===== src/rtl/pwm_capture.sv =====
`default_nettype none
// ============================================================================
// Module      : pwm_capture
// Description : Measures an incoming asynchronous PWM waveform. The input is
//               synchronised, glitch-filtered and edge-detected, then a small
//               state machine times the period (rise to rise) and the high
//               time (rise to fall) in clk cycles. Loss of edges for TIMEOUT
//               cycles flags no_signal.
// Revision    : 1.0 - initial release
// ============================================================================
module pwm_capture #(
  parameter int N       = 32,
  parameter int FILT    = 3,
  parameter int TIMEOUT = 50_000_000
) (
  input  logic         clk,
  input  logic         rst_n,
  input  logic         en,
  input  logic         pwm_in,
  output logic [N-1:0] period,
  output logic [N-1:0] high_time,
  output logic         meas_valid,
  output logic         no_signal,
  output logic         level
);

  // Filter counter only needs to reach FILT-1; the toggle happens on the
  // FILT-th consecutive disagreeing cycle.
  localparam int             FW          = (FILT > 1) ? $clog2(FILT) : 1;
  localparam logic [FW-1:0]  FILT_LAST   = FW'(FILT - 1);
  localparam logic [N-1:0]   TIMEOUT_CNT = N'(TIMEOUT);
  localparam logic [N-1:0]   CNT_ONE     = N'(1);

  localparam logic [1:0] S_IDLE = 2'd0;
  localparam logic [1:0] S_ARM  = 2'd1;
  localparam logic [1:0] S_HIGH = 2'd2;
  localparam logic [1:0] S_LOW  = 2'd3;

  logic [1:0]    sync_q;
  logic          sync_s;
  logic [FW-1:0] fcnt_q;
  logic [FW-1:0] fcnt_d;
  logic          level_q;
  logic          level_d;
  logic          level_dly_q;
  logic          rise;
  logic          fall;
  logic          timeout;

  logic [1:0]    state_q;
  logic [1:0]    state_d;
  logic [N-1:0]  cnt_q;
  logic [N-1:0]  cnt_d;
  logic [N-1:0]  hi_tmp_q;
  logic [N-1:0]  hi_tmp_d;
  logic [N-1:0]  period_q;
  logic [N-1:0]  period_d;
  logic [N-1:0]  high_q;
  logic [N-1:0]  high_d;
  logic          meas_valid_q;
  logic          meas_valid_d;
  logic          no_signal_q;
  logic          no_signal_d;

  // Two-flop synchroniser for the asynchronous PWM input.
  always_ff @(posedge clk or negedge rst_n) begin
    if (!rst_n) begin
      sync_q <= 2'b00;
    end else begin
      sync_q <= {sync_q[0], pwm_in};
    end
  end

  assign sync_s = sync_q[1];

  // Glitch filter: level follows the synchronised input only after FILT
  // consecutive disagreeing cycles; any agreeing cycle clears the count.
  always_comb begin
    fcnt_d  = '0;
    level_d = level_q;
    if (sync_s != level_q) begin
      if (fcnt_q == FILT_LAST) begin
        level_d = ~level_q;
      end else begin
        fcnt_d = fcnt_q + FW'(1);
      end
    end
  end

  // Filter state and one-cycle delayed level for edge detection.
  always_ff @(posedge clk or negedge rst_n) begin
    if (!rst_n) begin
      fcnt_q      <= '0;
      level_q     <= 1'b0;
      level_dly_q <= 1'b0;
    end else begin
      fcnt_q      <= fcnt_d;
      level_q     <= level_d;
      level_dly_q <= level_q;
    end
  end

  assign rise    = level_q & ~level_dly_q;
  assign fall    = ~level_q & level_dly_q;
  assign timeout = (cnt_q == TIMEOUT_CNT);

  // State register.
  always_ff @(posedge clk or negedge rst_n) begin
    if (!rst_n) begin
      state_q <= S_IDLE;
    end else begin
      state_q <= state_d;
    end
  end

  // Next-state logic; a low enable overrides every other condition, and an
  // edge always takes precedence over a coincident timeout.
  always_comb begin
    state_d = state_q;
    if (!en) begin
      state_d = S_IDLE;
    end else begin
      case (state_q)
        S_IDLE: state_d = S_ARM;
        S_ARM: begin
          if (rise) begin
            state_d = S_HIGH;
          end
        end
        S_HIGH: begin
          if (fall) begin
            state_d = S_LOW;
          end else if (rise) begin
            state_d = S_HIGH;
          end else if (timeout) begin
            state_d = S_ARM;
          end
        end
        S_LOW: begin
          if (rise) begin
            state_d = S_HIGH;
          end else if (timeout) begin
            state_d = S_ARM;
          end
        end
        default: state_d = S_IDLE;
      endcase
    end
  end

  // Datapath/output decode: counter restart, high-time capture and result
  // publication for the current state and detected edges.
  always_comb begin
    cnt_d        = cnt_q + CNT_ONE;
    hi_tmp_d     = hi_tmp_q;
    period_d     = period_q;
    high_d       = high_q;
    meas_valid_d = 1'b0;
    no_signal_d  = no_signal_q;
    if (!en) begin
      cnt_d       = '0;
      no_signal_d = 1'b1;
    end else begin
      case (state_q)
        S_IDLE: begin
          cnt_d       = '0;
          no_signal_d = 1'b1;
        end
        S_ARM: begin
          if (rise) begin
            cnt_d = CNT_ONE;
          end else if (timeout) begin
            cnt_d       = CNT_ONE;
            no_signal_d = 1'b1;
          end
        end
        S_HIGH: begin
          if (fall) begin
            hi_tmp_d = cnt_q;
          end else if (rise) begin
            cnt_d = CNT_ONE;
          end else if (timeout) begin
            cnt_d       = CNT_ONE;
            no_signal_d = 1'b1;
          end
        end
        S_LOW: begin
          if (rise) begin
            cnt_d        = CNT_ONE;
            period_d     = cnt_q;
            high_d       = hi_tmp_q;
            meas_valid_d = 1'b1;
            no_signal_d  = 1'b0;
          end else if (timeout) begin
            cnt_d       = CNT_ONE;
            no_signal_d = 1'b1;
          end
        end
        default: begin
          cnt_d       = '0;
          no_signal_d = 1'b1;
        end
      endcase
    end
  end

  // Measurement registers; no_signal resets high because nothing is measured.
  always_ff @(posedge clk or negedge rst_n) begin
    if (!rst_n) begin
      cnt_q        <= '0;
      hi_tmp_q     <= '0;
      period_q     <= '0;
      high_q       <= '0;
      meas_valid_q <= 1'b0;
      no_signal_q  <= 1'b1;
    end else begin
      cnt_q        <= cnt_d;
      hi_tmp_q     <= hi_tmp_d;
      period_q     <= period_d;
      high_q       <= high_d;
      meas_valid_q <= meas_valid_d;
      no_signal_q  <= no_signal_d;
    end
  end

  assign period     = period_q;
  assign high_time  = high_q;
  assign meas_valid = meas_valid_q;
  assign no_signal  = no_signal_q;
  assign level      = level_q;

endmodule
`default_nettype wire


===== config.mk =====
export PLATFORM = sky130hd
export DESIGN_NAME = pwm_capture
export DESIGN_NICKNAME = d
export VERILOG_FILES = /design/src/rtl/pwm_capture.sv
export SDC_FILE = /design/constraint.sdc
export NUM_CORES = 1
export LEC_CHECK = 0
export BUFFER_PORTS_ARGS = -buffer_cell sky130_fd_sc_hd__buf_2
export CELL_PAD_IN_SITES_DETAIL_PLACEMENT = 1
export CELL_PAD_IN_SITES_GLOBAL_PLACEMENT = 2
export CORE_MARGIN = 2
export CORE_UTILIZATION = 40
export DETAILED_ROUTE_END_ITERATION = 6
export MAX_ROUTING_LAYER = met4
export PLACE_DENSITY = 0.9
export RECOVER_POWER = 25
export SLEW_MARGIN = 20
export SYNTH_ARGS = -nofsm -noshare
export SYNTH_HDL_FRONTEND = slang
export SYNTH_SLANG_ARGS = --single-unit

===== constraint.sdc =====
create_clock -name clk -period 2.1 [get_ports clk]
set_input_delay 0.42 -clock clk [delete_from_list [all_inputs] [get_ports clk]]
set_output_delay 0.42 -clock clk [all_outputs]
set_load 0.01 [all_outputs]

==> qor.yml <==
core_um2: 13930
cp_slowest_stage_delay_ns: 0.44
slowest_stage: "dfrtp_1"
antenna_found_initial: 0
path_class: "reg2reg"
crit_path_end_kind: "register"
grt_pass1_wl_um: 22700
ys_types: 46
grt_pass1_vias: 4285
route.detailed.wl_per_inst_um: 19.31
multiInputGateArea_um2: 2250
r2r_slack_ns: 0.08
synth-seq-area-share: 0.6030
cts_tree: "built"
cts_max_level: 4
syn-instance-count: 429
finalPower_mw: 6.671
min_path_type: "in2reg"
power_leakage_nw: 3.685
cp_top_family: "compound AO/OA/AOI/OAI gates"
vias_per_cell: 5.342
drive_above_1_share: 0.4320
syn-num-nets: 440
cp-start-kind: "register"
cts_made_buffers: 17
clk_pin_slew_ns: 0.06
grt-ovfl-total: 0
rsz0062_at_grt: "false"
fp.dieW_um: 123.7
max_freq_mhz: 494.1
ant_nets: 0
finalWirelength_um: 13840
ys.flop_type: "dfrtp_1"
fin_tns_setup_ns: 0
finalSetupViolCount: 0
fillers: 1408
track_usage: 0.2038
slew-limit-headroom: 0.1109
syn_area_um2: 5729
ir_drop_v: 0.0005660
diodes: 0
area_delta_synth_final_pct: 24.83
dp_hpwl_um: 8490
drt_iter0_markers: 131
ys_ff_latch: 138
arrival_ns: 2.36
hold_viol_final: 0
avgSynthCellArea_um2: 13.35
cp.required_ns: 2.44
crit_buf_inv: 2
dr_total_vias: 3830
utilization: 0.5132
power-per-cell-area_nw_per_um2: 932.8
slew_violations: 0
insertion_delay_ns: 0.42
routabilityCongestion: 0.8539
ys_top_cells_by_area: "dfrtp_1 (60%), mux2_2 (18%), xor2_1 (3.4%)"
status: "completed"
yosysWarnings: 0
initial_core_util: 0.4112
clock-sinks: 138
synthTopCellsByCount: "dfrtp_1 (137), mux2_2 (91), nor2_1 (35)"
synthArstFlopShare: 1.000
grt_max_degree: 52
drc_errors: 0
finalCritPeriodShare: 0.9637
fp.dieH_um: 123.7
drv_cap: 0
synth_edf_count: 0
dr.pass1.iters: 4
synth.most_common_cell: "dfrtp_1"
cts_buffer_depth: 2
yosysTopAreaCell: "dfrtp_1"
path_max_fanout: 7
pin_count: 71
clk_root_buffer_cell: "clkbuf_16"
portBuffers: 70
rows: 43
skew_ns: 0.006888
final_nets: 535
ff_latch_area_um2: 3456
synth_top_cell_area_share: 0.5984
cp_cell_sequence: "inv_1, ha_1, nand2b_1, o21bai_4, buf_4, o31a_4, a21oi_1"
worst_pin_slew_ns: 1.334
die_area_um2: 15300
period_needed_ns: 2.024
[path summary, 6_finish.rpt]
| check | start | endpoint | cells after the start |
|---|---|---|---|
| max | state_q[1] | cnt_q[29] | 7 |
| min in group asynchronous | rst_n | high_time[4] | 2 |
| min | pwm_in | sync_q[0] | 1 |
| max reg2reg | state_q[1] | cnt_q[29] | 7 |
| min reg2reg | sync_q[0] | sync_q[1] | 0 |
| max in group asynchronous | rst_n | period[21] | 3 |
[where the power goes]
| group | total [mW] | internal, mW | switching [mW] |
|---|---|---|---|
| combinational | 0.696 | 0.265 | 0.431 |
| sequential | 2.83 | 2.74 | 0.0912 |
| clock | 3.14 | 2.06 | 1.09 |
| total | 6.67 | 5.06 | 1.61 |
[logic make-up after synthesis]
kind of cell	share of synthesized area
XOR/XNOR	0.04280
flip-flops	0.6030
adder cells (fa/ha/maj)	0.01529
buffers and inverters	0.02074
AND/OR/NAND/NOR	0.1140
multiplexers	0.1789
AO/OA/AOI/OAI	0.02534
[stage by stage]
stage	worst slack (ns)	instances	hold slack, ns	instance area, µm²
2_1_floorplan	0.1372	429	0.1244	5729
3_3_place_gp	0.05103	680	0.3386	6440
3_5_place_dp	-0.02093	680	0.3412	6440
4_1_cts	0.03467	716	0.09515	7148
5_1_grt	0.003617	717	0.09916	7152
6_report	0.07622	717	0.1104	7152
[state kept, by name, summed over array words and instances, names as in the netlist]
signal / flops
no_signal: 1
sync_q: 2
high_time: 32
cnt_q: 32
fcnt_q: 2
level_dly_q: 1
hi_tmp_q: 32
period: 32
state_q: 2
meas_valid: 1
level: 1
[cell usage in the layout (no fill, tap or decap), types with 6 or more instances in the layout]
cell / count
buf_2: 69
xor2_1: 22
mux2_2: 91
o21ai_0: 12
nor2_1: 35
buf_4: 15
dfrtp_1: 136
clkbuf_16: 17
ha_1: 7
nand3_1: 11
nor3_1: 7
nand4_1: 9
clkbuf_8: 6
inv_1: 7
xnor2_1: 6
nand2_1: 18
[repair_timing]
item	in CTS	in global routing
endpoints found under the setup margin	31	56
gates cloned	3	0
gates resized for setup	7	4
hold buffers	1	0
endpoints found under the hold margin	48	0
pin swaps	0	1
setup buffers	0	1
[layer usage]
layer / wire length [µm] / global-route usage
met1: 6050 / 0.2490
met2: 7033 / 0.3273
met3: 458 / 0.04625
met4: 301 / 0.08594
met5: 0 / -
[cell type report]
cell class              count  area share
inverters                   8    0.004199
well taps                 180     0.03149
clock inverters             6     0.01505
clock buffers              26     0.07260
flip-flops and latches    138      0.4832
repair buffers             91     0.07890
multi-input cells         268      0.3146
Power figures use the tool's default switching activity.
